[src/rtl/pred_pkg.sv]
// Constants shared by the branch predictor and the fetch/execute stages that carry
// its index and history snapshots.
package pred_pkg;

  localparam int unsigned PC_W       = 32;
  localparam int unsigned DEF_CTR_W  = 2;
  localparam int unsigned DEF_IDX_W  = 8;
  localparam int unsigned DEF_HIST_W = 8;

  // Weakly-not-taken value: the counter point just below the taken threshold.
  function automatic int unsigned ctr_init(input int unsigned width);
    return (32'd1 << (width - 1)) - 32'd1;
  endfunction

endpackage

[src/rtl/pht_counter.sv]
// Single saturating pattern-history counter. It never wraps, and reset has priority
// over any pending increment or decrement.
module pht_counter
  import pred_pkg::*;
#(
  parameter int unsigned CTR_W = DEF_CTR_W
) (
  input  logic             clk,
  input  logic             reset,
  input  logic             inc,
  input  logic             dec,
  output logic [CTR_W-1:0] ctr
);

  localparam logic [CTR_W-1:0] CtrMax  = '1;
  localparam logic [CTR_W-1:0] CtrInit = CTR_W'(ctr_init(CTR_W));

  logic [CTR_W-1:0] ctr_q, ctr_d;

  always_comb begin
    ctr_d = ctr_q;
    if (inc && (ctr_q != CtrMax)) begin
      ctr_d = ctr_q + CTR_W'(1);
    end else if (dec && (ctr_q != '0)) begin
      ctr_d = ctr_q - CTR_W'(1);
    end
  end

  always_ff @(posedge clk) begin
    if (reset) begin
      ctr_q <= CtrInit;
    end else begin
      ctr_q <= ctr_d;
    end
  end

  assign ctr = ctr_q;

endmodule

[src/rtl/gshare_predictor.sv]
// Gshare direction predictor: a PHT indexed by PC XOR a speculative global history.
// Define GSHARE_HASH_EN for gshare; without it the block is a plain bimodal table.
module gshare_predictor
  import pred_pkg::*;
#(
  parameter int unsigned CTR_W  = DEF_CTR_W,
  parameter int unsigned IDX_W  = DEF_IDX_W,
  parameter int unsigned HIST_W = DEF_HIST_W,
  parameter int unsigned PC_LSB = 2
) (
  input  logic              clk,
  input  logic              reset,
  input  logic              lookup_valid,
  input  logic [PC_W-1:0]   lookup_pc,
  output logic              pred_taken,
  output logic [IDX_W-1:0]  pred_idx,
  output logic [HIST_W-1:0] pred_hist,
  input  logic              update_valid,
  input  logic [IDX_W-1:0]  update_idx,
  input  logic [HIST_W-1:0] update_hist,
  input  logic              update_taken,
  input  logic              update_mispredict
);

  localparam int unsigned Entries = 1 << IDX_W;

  logic [CTR_W-1:0]  ctr [Entries];
  logic [IDX_W-1:0]  pc_idx;
  logic [IDX_W-1:0]  lookup_idx;
  logic [CTR_W-1:0]  pred_ctr;
  logic [HIST_W-1:0] ghr;

  assign pc_idx = lookup_pc[PC_LSB +: IDX_W];

`ifdef GSHARE_HASH_EN
  logic [HIST_W-1:0] ghr_q, ghr_d;
  logic [HIST_W-1:0] ghr_shift, ghr_restore;
  logic              unused_hash;

  if (HIST_W == 1) begin : g_hist_one
    assign ghr_shift   = pred_taken;
    assign ghr_restore = update_taken;
  end else begin : g_hist_wide
    assign ghr_shift   = {ghr_q[HIST_W-2:0], pred_taken};
    assign ghr_restore = {update_hist[HIST_W-2:0], update_taken};
  end

  // Mispredict recovery wins over the speculative shift of a same-cycle lookup.
  always_comb begin
    ghr_d = ghr_q;
    if (update_valid && update_mispredict) begin
      ghr_d = ghr_restore;
    end else if (lookup_valid) begin
      ghr_d = ghr_shift;
    end
  end

  always_ff @(posedge clk) begin
    if (reset) begin
      ghr_q <= '0;
    end else begin
      ghr_q <= ghr_d;
    end
  end

  assign ghr         = ghr_q;
  assign lookup_idx  = pc_idx ^ IDX_W'(ghr_q);
  assign unused_hash = ^{lookup_pc, update_hist, pred_ctr};
`else
  logic unused_bimodal;

  assign ghr            = '0;
  assign lookup_idx     = pc_idx;
  assign unused_bimodal = ^{lookup_valid, lookup_pc, update_hist, update_mispredict, pred_ctr};
`endif

  for (genvar i = 0; i < Entries; i++) begin : g_pht
    logic hit;

    assign hit = update_valid && (update_idx == IDX_W'(i));

    pht_counter #(
      .CTR_W(CTR_W)
    ) u_ctr (
      .clk  (clk),
      .reset(reset),
      .inc  (hit && update_taken),
      .dec  (hit && !update_taken),
      .ctr  (ctr[i])
    );
  end

  // Read straight from the registered table: a same-cycle update is not bypassed.
  assign pred_ctr   = ctr[lookup_idx];
  assign pred_taken = pred_ctr[CTR_W-1];
  assign pred_idx   = lookup_idx;
  assign pred_hist  = ghr;

endmodule

[config.mk]
export PLATFORM = sky130hd
export DESIGN_NAME = gshare_predictor
export DESIGN_NICKNAME = d
export VERILOG_FILES = /design/src/rtl/pred_pkg.sv /design/src/rtl/pht_counter.sv /design/src/rtl/gshare_predictor.sv
export SDC_FILE = /design/constraint.sdc
export NUM_CORES = 2
export LEC_CHECK = 0
export CAP_MARGIN = 20
export CORE_MARGIN = 5
export CORE_UTILIZATION = 45
export DETAILED_ROUTE_END_ITERATION = 8
export GPL_ROUTABILITY_DRIVEN = 0
export PLACE_DENSITY = 0.6
export SLEW_MARGIN = 15
export SYNTH_ARGS = -nofsm -noshare
export SYNTH_HDL_FRONTEND = slang
export SYNTH_SLANG_ARGS = --single-unit
[constraint.sdc]
create_clock -name clk -period 4 [get_ports clk]
set_input_delay 0.8 -clock clk [delete_from_list [all_inputs] [get_ports clk]]
set_output_delay 0.8 -clock clk [all_outputs]
set_load 0.02 [all_outputs]
==> flow_metrics.tcl <==
set metrics [dict create \
    die_h_um 253 \
    fin_nets 3336 \
    clock-sinks 512 \
    final_area_um2 30000 \
    setup_violations 1 \
    antennaDiodeCount 0 \
    cts_buffer_depth 3 \
    drc 0 \
    postSynthAreaPerCell_um2 7.87 \
    power_switching_share 0.257 \
    via_per_inst 6.29 \
    violations "setup timing" \
    arrival_ns 3.22 \
    skew_ns 0.00910 \
    power_per_cell_area_nw_per_um2 398 \
    fin_crit_sh 1.00 \
    status "finished, violations left" \
    cp_max_fo 15 \
    timing.slew.headroom 0.391 \
    clk_pin_slew_ns 0.06 \
    dieArea_um2 64000 \
    yosysSeqAreaShare 0.386 \
    critPathKind "input pin to output port" \
    synthFlopType "dfxtp_1" \
    drv_cap 0 \
    cts_root_buffer "clkbuf_16" \
    overflow 0 \
    core_area_um2 58800 \
    clkPwrFrac 0.453 \
    vias 25800 \
    fmax_mhz 249 \
    p_leak_uw 0.0108 \
    seqPwrFrac 0.459 \
    ys_ff_latch 512 \
    numCtsBuffers 57 \
    grt_use_total 0.240 \
    clock_latency_ns 0.61 \
    ir_worst_vdd_mv 0.323 \
    yosys.cell_count.top_type "o21ai_0" \
    place_ws_ns -0.867 \
    dpl.hpwl_um 51600 \
    yosysTopAreaCell "dfxtp_1" \
    dpl_cell_area_um2 27800 \
    seq_area_um2 10300 \
    yosysWarnings 0 \
    power_uw 12000 \
    synthToLayoutAreaGrowth_pct 13.0 \
    drv_slew 0 \
    period_minus_slack_ns 4.02 \
    combPwrFrac 0.088 \
    cp.required_ns 3.20 \
    dieWidth_um 253 \
    synthTopCellsByCount "o21ai_0, dfxtp_1, nor2_1, clkbuf_1, nor3_1" \
    grt_max_degree 138 \
    fin_ws_ns -0.0169 \
    multiInputGateArea_um2 15400 \
    antenna_found_initial 4 \
    largest_reg_flops 512 \
    worst_pin_slew_ns 0.914 \
    fillerInstances 5474 \
    async_reset_ff_frac 0 \
    antenna_left 0 \
    pin_count 71 \
    synth_top_cell_area_share 0.386 \
    start_util 0.452 \
    synth_area_leaders "dfxtp_1, o21ai_0, a211o_1" \
    syn_inst 3377 \
    cp-start-kind "input pin" \
    hold_viol 0 \
    drt_iter0_markers 2289 \
    min_path_type "flop to flop" \
    synth_edf_count 0 \
    p_int_uw 8890 \
    synth_area_um2 26600 \
    drt-total-wl_um 81300 \
    endpoint_kind "output port" \
    io_buffers 28 \
    p_switching_uw 3070 \
    grt_pass1_vias 24500 \
    cts_tree "built" \
    dr.pass1.iters 5 \
    h-tree-depth 2 \
    ys_types 36 \
    rows 89 \
    grt_pass1_wl_um 127000 \
    layout-drive-gt1-share 0.0934 \
    wl_per_cell_um 19.8 \
]
per-stage QoR:
stage          instances  hold slack (ns)  utilization  setup TNS [ns]
3_3_place_gp        3985            0.460        0.472          -0.840
2_1_floorplan       3384            0.454            -               0
5_1_grt             4103            0.501        0.511          -0.105
6_report            4103            0.483        0.511         -0.0169
4_1_cts             4100            0.485        0.509         -0.0161
3_5_place_dp        3985            0.471        0.472          -0.867
power by group through the flow:
| stage | registers [uW] | clock network (uW) | logic, uW |
|---|---|---|---|
| 6_report | 5500 | 5420 | 1050 |
| 3_3_place_gp | 5590 | 0 | 925 |
| 2_1_floorplan | 5500 | 0 | 710 |
| 5_1_grt | 5520 | 5730 | 1150 |
| 3_5_place_dp | 5600 | 0 | 994 |
| 4_1_cts | 5490 | 5540 | 1030 |
worst paths after layout:
path / from / endpoint / slack [ns] / cells after the start
worst max-delay path: lookup_pc[3] / pred_taken / -0.02 / 11
worst min-delay path: g_pht[45].u_ctr.ctr[0] / g_pht[45].u_ctr.ctr[0] / 0.48 / 1
worst max register to register: g_pht[88].u_ctr.ctr[1] / g_pht[88].u_ctr.ctr[0] / 2.99 / 3
worst min register to register: g_pht[45].u_ctr.ctr[0] / g_pht[45].u_ctr.ctr[0] / 0.48 / 1
layer usage:
metal / GRT usage / vias up / wire [um] / share of wire
li1: - / 12200 / - / -
met1: 0.299 / 12700 / 34400 / 0.42
met2: 0.413 / 720 / 38900 / 0.48
met3: 0.0408 / 188 / 4520 / 0.056
met4: 0.101 / 8 / 3350 / 0.041
met5: 0 / - / 57 / 0.00070
layout make-up:
class                           instances  area share
Multi-Input combinational cell       2562       0.511
Tap cell                              773      0.0322
Timing Repair Buffer                  148      0.0503
Clock inverter                         16     0.00529
Inverter                                1    0.000125
Clock buffer                           91      0.0595
Sequential cell                       512       0.341
what timing repair did:
action | in CTS | in global routing
hold buffers | 0 | 0
gates resized for setup | 41 | 19
cloned | 0 | 1
setup endpoints to repair | 1 | 1
buffers inserted | 9 | 2
pin swaps | 8 | 5
layout by cell type (no fill, tap or decap), drive strengths merged:
master         synthesis  layout
dfxtp                512     512
o21ai                529     529
o41ai                  1       1
nor2                 293     293
o22a                   1       1
conb                   1       8
a211oi                 9       9
o22ai                 20      20
o2111a                 1       1
nor4b                  3       3
clkinv                 0      12
clkdlybuf4s50          0      21
or4                    1       1
mux2i                 64      64
a21o                 253     253
a22o                   2       2
a311oi                 1       1
buf                   35     124
nand3b                 5       5
nand2                262     262
a31oi                  3       3
mux4                  33      33
bufinv                 0       3
or3b                   2       2
dlygate4sd2            0       2
nand3                  3       3
nor4                  11      11
a21oi                256     256
and3                 256     256
nor2b                 10      10
a2111oi                9       9
nor3                 264     264
inv                    1       2
clkbuf               274      92
a211o                253     253
nand2b                 9       9
cell families after synthesis:
group | count (synthesis) | share of synthesized area
other | 1 | 0.000141
buffers and inverters | 310 | 0.0475
AND/OR/NAND/NOR | 1119 | 0.199
multiplexers | 97 | 0.0520
AO/OA/AOI/OAI | 1338 | 0.316
flip-flops | 512 | 0.386
critical path: stages:
cell and delay, ns:
buf_6 0.14, buf_12 0.15, buf_16 0.15, buf_4 0.15, mux2i_1 0.12, a2111oi_1 0.78, nor4_2 0.12, a311oi_1 0.30
or4_4 0.21, o22a_4 0.17, buf_6 0.12
No activity file was read; power rests on OpenSTA's default activity.
